File: src/rtl/ctrl_pkg.sv
// Shared control-bundle definitions for the decode control unit and the pipeline control.
package ctrl_pkg;

    localparam int CTRL_W = 15;

    // Bit positions inside the 15-bit control bundle
    localparam int CTRL_PCNOTLOAD = 14;
    localparam int CTRL_JUMP      = 13;
    localparam int CTRL_PCSRC_HI  = 12;
    localparam int CTRL_PCSRC_LO  = 11;
    localparam int CTRL_BRANCH    = 10;
    localparam int CTRL_ALUOP_HI  = 9;
    localparam int CTRL_ALUOP_LO  = 7;
    localparam int CTRL_ALUSRC    = 6;
    localparam int CTRL_MEMREAD   = 5;
    localparam int CTRL_MEMWRITE  = 4;
    localparam int CTRL_MEMTOREG  = 3;
    localparam int CTRL_REGWRITE  = 2;
    localparam int CTRL_RWSRC_HI  = 1;
    localparam int CTRL_RWSRC_LO  = 0;

    localparam logic [CTRL_W-1:0] CTRL_NOP = '0;

    typedef enum logic [2:0] {
        ALU_ADD   = 3'd0,
        ALU_SUB   = 3'd1,
        ALU_AND   = 3'd2,
        ALU_OR    = 3'd3,
        ALU_XOR   = 3'd4,
        ALU_SLT   = 3'd5,
        ALU_SHIFT = 3'd6,
        ALU_PASSB = 3'd7
    } alu_op_e;

    typedef enum logic [1:0] {
        PC_SRC_PLUS4  = 2'd0,
        PC_SRC_BRANCH = 2'd1,
        PC_SRC_JAL    = 2'd2,
        PC_SRC_JALR   = 2'd3
    } pc_src_e;

    typedef enum logic [1:0] {
        RWS_ALU   = 2'd0,
        RWS_MEM   = 2'd1,
        RWS_PC4   = 2'd2,
        RWS_IMM   = 2'd3
    } rw_src_e;

    // True when the bundle reads data memory (the producer side of a load-use hazard)
    function automatic logic is_load(input logic [CTRL_W-1:0] ctrl);
        return ctrl[CTRL_MEMREAD];
    endfunction

endpackage

File: src/rtl/ctrl_stage_reg.sv
// One pipeline control register: control bundle plus destination tag, with load enable and bubble.
module ctrl_stage_reg
    import ctrl_pkg::*;
#(
    parameter int AW = 5
) (
    input  logic              clk,
    input  logic              rst,
    input  logic              en,
    input  logic              bubble,
    input  logic [CTRL_W-1:0] d_ctrl,
    input  logic [AW-1:0]     d_rd,
    output logic [CTRL_W-1:0] q_ctrl,
    output logic [AW-1:0]     q_rd
);

    logic [CTRL_W-1:0] ctrl_d, ctrl_q;
    logic [AW-1:0]     rd_d, rd_q;

    // Bubble overrides the load; with neither the stage holds its contents
    always_comb begin
        ctrl_d = ctrl_q;
        rd_d   = rd_q;
        if (bubble) begin
            ctrl_d = CTRL_NOP;
            rd_d   = '0;
        end else if (en) begin
            ctrl_d = d_ctrl;
            rd_d   = d_rd;
        end
    end

    // Stage register, cleared asynchronously
    always_ff @(posedge clk or posedge rst) begin
        if (rst) begin
            ctrl_q <= CTRL_NOP;
            rd_q   <= '0;
        end else begin
            ctrl_q <= ctrl_d;
            rd_q   <= rd_d;
        end
    end

    assign q_ctrl = ctrl_q;
    assign q_rd   = rd_q;

endmodule

File: src/rtl/ctrl_pipe.sv
// Pipeline control: carries decoded bundles ID->EX->MEM->WB, resolves load-use stalls,
// redirect flushes and the EBREAK halt, and drives the PC / IF-ID enables.
module ctrl_pipe
    import ctrl_pkg::*;
#(
    parameter int REG_ADDR_W     = 5,
    parameter int HALT_ON_EBREAK = 1
) (
    input  logic                  clk,
    input  logic                  rst,
    input  logic [CTRL_W-1:0]     id_ctrl,
    input  logic [REG_ADDR_W-1:0] id_rs1,
    input  logic [REG_ADDR_W-1:0] id_rs2,
    input  logic [REG_ADDR_W-1:0] id_rd,
    input  logic                  ex_redirect,
    output logic [CTRL_W-1:0]     ex_ctrl,
    output logic [CTRL_W-1:0]     mem_ctrl,
    output logic [CTRL_W-1:0]     wb_ctrl,
    output logic [REG_ADDR_W-1:0] ex_rd,
    output logic [REG_ADDR_W-1:0] mem_rd,
    output logic [REG_ADDR_W-1:0] wb_rd,
    output logic                  pc_write,
    output logic                  if_id_write,
    output logic                  if_id_flush,
    output logic                  halted
);

    localparam logic HALT_EN = (HALT_ON_EBREAK != 0);

    logic load_use, redirect, ex_bubble;
    logic ebreak_enter, halt_commit;
    logic halt_pend_d, halt_pend_q;
    logic halted_d, halted_q;

    // Hazard detection; x0 is never a real dependency, and an EBREAK in EX cannot redirect
    always_comb begin
        load_use = is_load(ex_ctrl) && (ex_rd != '0) &&
                   ((ex_rd == id_rs1) || (ex_rd == id_rs2));
        redirect = ex_redirect && !ex_ctrl[CTRL_PCNOTLOAD];
    end

    // Priority resolution for the front-end enables and the ID->EX bubble
    always_comb begin
        pc_write    = 1'b1;
        if_id_write = 1'b1;
        if_id_flush = 1'b0;
        ex_bubble   = 1'b0;
        if (rst) begin
            ex_bubble = 1'b0;
        end else if (halted_q) begin
            pc_write    = 1'b0;
            if_id_write = 1'b0;
            ex_bubble   = 1'b1;
        end else if (redirect) begin
            if_id_flush = 1'b1;
            ex_bubble   = 1'b1;
        end else if (halt_pend_q || load_use) begin
            pc_write    = 1'b0;
            if_id_write = 1'b0;
            ex_bubble   = 1'b1;
        end
    end

    // Halt tracking: pending once EBREAK really enters EX, committed when it is clocked into WB
    always_comb begin
        ebreak_enter = HALT_EN && !ex_bubble && id_ctrl[CTRL_PCNOTLOAD];
        halt_commit  = HALT_EN && mem_ctrl[CTRL_PCNOTLOAD];
        halted_d     = halted_q || halt_commit;
        halt_pend_d  = halt_commit ? 1'b0 : (halt_pend_q || ebreak_enter);
    end

    // Halt state flops
    always_ff @(posedge clk or posedge rst) begin
        if (rst) begin
            halt_pend_q <= 1'b0;
            halted_q    <= 1'b0;
        end else begin
            halt_pend_q <= halt_pend_d;
            halted_q    <= halted_d;
        end
    end

    assign halted = halted_q;

    ctrl_stage_reg #(.AW(REG_ADDR_W)) u_id_ex (
        .clk(clk), .rst(rst), .en(1'b1), .bubble(ex_bubble),
        .d_ctrl(id_ctrl), .d_rd(id_rd), .q_ctrl(ex_ctrl), .q_rd(ex_rd)
    );

    ctrl_stage_reg #(.AW(REG_ADDR_W)) u_ex_mem (
        .clk(clk), .rst(rst), .en(1'b1), .bubble(1'b0),
        .d_ctrl(ex_ctrl), .d_rd(ex_rd), .q_ctrl(mem_ctrl), .q_rd(mem_rd)
    );

    ctrl_stage_reg #(.AW(REG_ADDR_W)) u_mem_wb (
        .clk(clk), .rst(rst), .en(1'b1), .bubble(1'b0),
        .d_ctrl(mem_ctrl), .d_rd(mem_rd), .q_ctrl(wb_ctrl), .q_rd(wb_rd)
    );

endmodule

File: config.mk
export PLATFORM = sky130hd
export DESIGN_NAME = ctrl_pipe
export DESIGN_NICKNAME = d
export VERILOG_FILES = /design/src/rtl/ctrl_pkg.sv /design/src/rtl/ctrl_stage_reg.sv /design/src/rtl/ctrl_pipe.sv
export SDC_FILE = /design/constraint.sdc
export NUM_CORES = 1
export LEC_CHECK = 0
export ABC_AREA = 1
export CAP_MARGIN = 20
export CORE_UTILIZATION = 30
export DETAILED_ROUTE_END_ITERATION = 7
export DONT_BUFFER_PORTS = 1
export SYNTH_ARGS = -nofsm -noshare
export SYNTH_HDL_FRONTEND = slang
export SYNTH_HIERARCHICAL = 1
export SYNTH_SLANG_ARGS = --single-unit
File: constraint.sdc
create_clock -name clk -period 3.3 [get_ports clk]
set_input_delay 0.66 -clock clk [delete_from_list [all_inputs] [get_ports clk]]
set_output_delay 0.66 -clock clk [all_outputs]
set_load 0.01 [all_outputs]
==> results.yml <==
clocking:
  cts_setup_buffers: 0
  cts_buffers: 9
  cts_buffer_depth: 2
  cts_root_buf: "clkbuf_8"
  htree_levels: 3
  clock_sinks: 62
  cts_resized: 0
  insertion_delay_ns: 0.33
  cts_tree: "yes"
  clk_pin_slew_ns: 0.07
  postCtsHoldBufs: 0
die:
  dieArea_sq_mm: 0.00949
  core_area_sq_mm: 0.00876
  start_util_pct: 31.2
  die-height_um: 97.4
  io_pins: 97
  rows: 34
  die_x_um: 97.4
logic_synthesis:
  synth.area.top_cells: "dfrtp_1, nand2_1, nand3_1"
  syn_area_per_cell_sq_um: 8.13
  yosysMostFrequentCell: "nand2_1"
  synth-seq-area-share_pct: 56.8
  synth_top_area_share_pct: 56.8
  synth-warning-count: 6
  syn_inst: 336
  ys.flop_type: "dfrtp_1"
  netlist_area_sq_mm: 0.00273
  synth_edf_count: 0
  ys_ff_latch: 62
  async_flop_share_pct: 100
  ys_types: 17
  synth_common_cells: "nand2_1, nand3_1, dfrtp_1, inv_1, buf_2"
  synth_area_leader_cell: "dfrtp_1"
final_layout:
  fin_nets: 372
  synthToLayoutAreaGrowth_pct: 10.2
  fin_cells: 452
  diodes: 0
  multi_input_area_sq_mm: 0.00102
  post-route-cell-area_sq_mm: 0.00301
  nFillCells: 933
  seq_area_sq_mm: 0.00155
  drive_gt1_share_pct: 6.10
setup_path:
  cp-start-kind: "flip-flop"
  cp_max_fo: 6
  arrival_ns: 1.88
  r2r-end: "u_id_ex/q_ctrl[7]"
  rr_startpoint: "u_id_ex/q_rd[1]"
  path_class: "reg -> out"
  r2r_slack_ns: 1.20
  rr_worst_depth: 11
  cp-end-kind: "output pin"
  cp_data_required_time_ns: 2.64
drt:
  routed_wl_um: 6640
  ant_nets: 0
  vias: 2043
  vias_per_cell: 4.52
  wl_per_cell_um: 14.7
  drtIter0Drc: 52
  drcViolationCount: 0
  drtPass1Iterations: 4
sta:
  worst_pin_slew_ns: 1.29
  finalHoldViolations: 0
  setup_viol: 0
  tns_ns: 0
  max-slew-margin-rel_pct: 13.8
  fin_crit_ns: 2.54
  clock_skew_ns: 0.00289
  grt_setup_unrepaired: "no"
  drv_slew: 0
  min_period_over_period_pct: 76.9
  fmax_mhz: 394
grt:
  grt_pass1_vias: 2002
  gr-total-overflow: 0
  grt_usage_pct: 14.9
  antenna_found_initial: 0
  grt_pass1_wl_um: 10900
  grt_max_degree: 21
power:
  ir_drop_mv: 0.172
  power.density_mw_per_mm2: 567
  leakage_nw: 1.70
place:
  place_congestion: 0.842
  io_buffers: 0
  placed_cells: 436
  placed_area_sq_mm: 0.00279
  hpwl_um: 4930
job:
  cap_violations: 0
status:
  status: "complete, no violations"
hold_path:
  hp-class: "in -> async"
-- worst max-delay path by stage --
| stage | slack [ns] | end | cells after the start | start |
|---|---|---|---|---|
| floorplan | 1.13 | pc_write | 10 | id_rs2[0] |
| global placement | 1.16 | pc_write | 9 | id_rs2[0] |
| detailed placement | 1.11 | pc_write | 9 | id_rs2[0] |
| CTS | 0.78 | pc_write | 7 | u_id_ex/q_rd[1] |
| global route | 0.65 | if_id_write | 7 | u_id_ex/q_rd[1] |
| finish | 0.76 | if_id_write | 7 | u_id_ex/q_rd[1] |
-- critical path: stages, from the launching register on --
cell and delay (ns):
dfrtp_1 0.51, inv_2 0.13, nand4_1 0.09, o21ai_0 0.17
inv_1 0.07, nand2_1 0.09, nand2_1 0.05, o211ai_1 0.44
-- stage by stage --
step	utilization (%)	total power [mW]	worst slack [ns]	hold WS, ns
global route	34.3	1.80	0.649	0.0437
CTS	34.3	1.72	0.779	0.0421
detailed placement	31.9	0.980	1.11	0.407
floorplan	-	0.960	1.13	0.400
global placement	31.9	0.975	1.16	0.408
finish	34.3	1.70	0.764	0.0593
-- flip-flops by register name (all words and copies together), names as in the netlist --
register,flops
halt_pend_q,1
halted,1
u_ex_mem/q_ctrl,15
u_ex_mem/q_rd,5
u_id_ex/q_ctrl,15
u_id_ex/q_rd,5
u_mem_wb/q_ctrl,15
u_mem_wb/q_rd,5
-- cell usage in the layout (no fill, tap or decap), drive strengths merged --
cell type	instances
bufinv	2
nand3b	1
or2	1
clkinv	2
nand4	1
a21oi	2
o211ai	1
inv	24
nor2	10
dfrtp	62
clkbuf	12
nand3	63
o21ai	1
conb	13
nand2	147
xnor2	2
-- final cells by class --
type / count / share of cell area (%)
tap: 108 / 4.49
multi-input combinational: 242 / 33.8
clock buffer: 12 / 4.82
sequential: 62 / 51.6
clock inverter: 4 / 2.33
inverter: 24 / 2.99
-- routing by layer --
metal / vias to the layer above / global-route usage [%] / routed length (um)
li1: 1046 / - / -
met1: 928 / 19.6 / 3100
met2: 58 / 22.8 / 3080
met3: 11 / 4.39 / 339
met4: 0 / 6.22 / 115
met5: - / 0 / 0
-- power breakdown --
part           internal, mW  switching [mW]
sequential            0.794          0.0609
combinational        0.0329          0.0832
clock                 0.444           0.289
total                  1.27           0.433
-- cells by family after synthesis --
logic type,Yosys count,synth area share (%)
other,2,0.275
xor gates and xnor gates,2,0.642
buffers and inverters,43,7.42
AOI/OAI and AO/OA,4,0.962
DFF,62,56.8
and+or+nand+nor,223,33.9
Power figures use the tool's default switching activity.
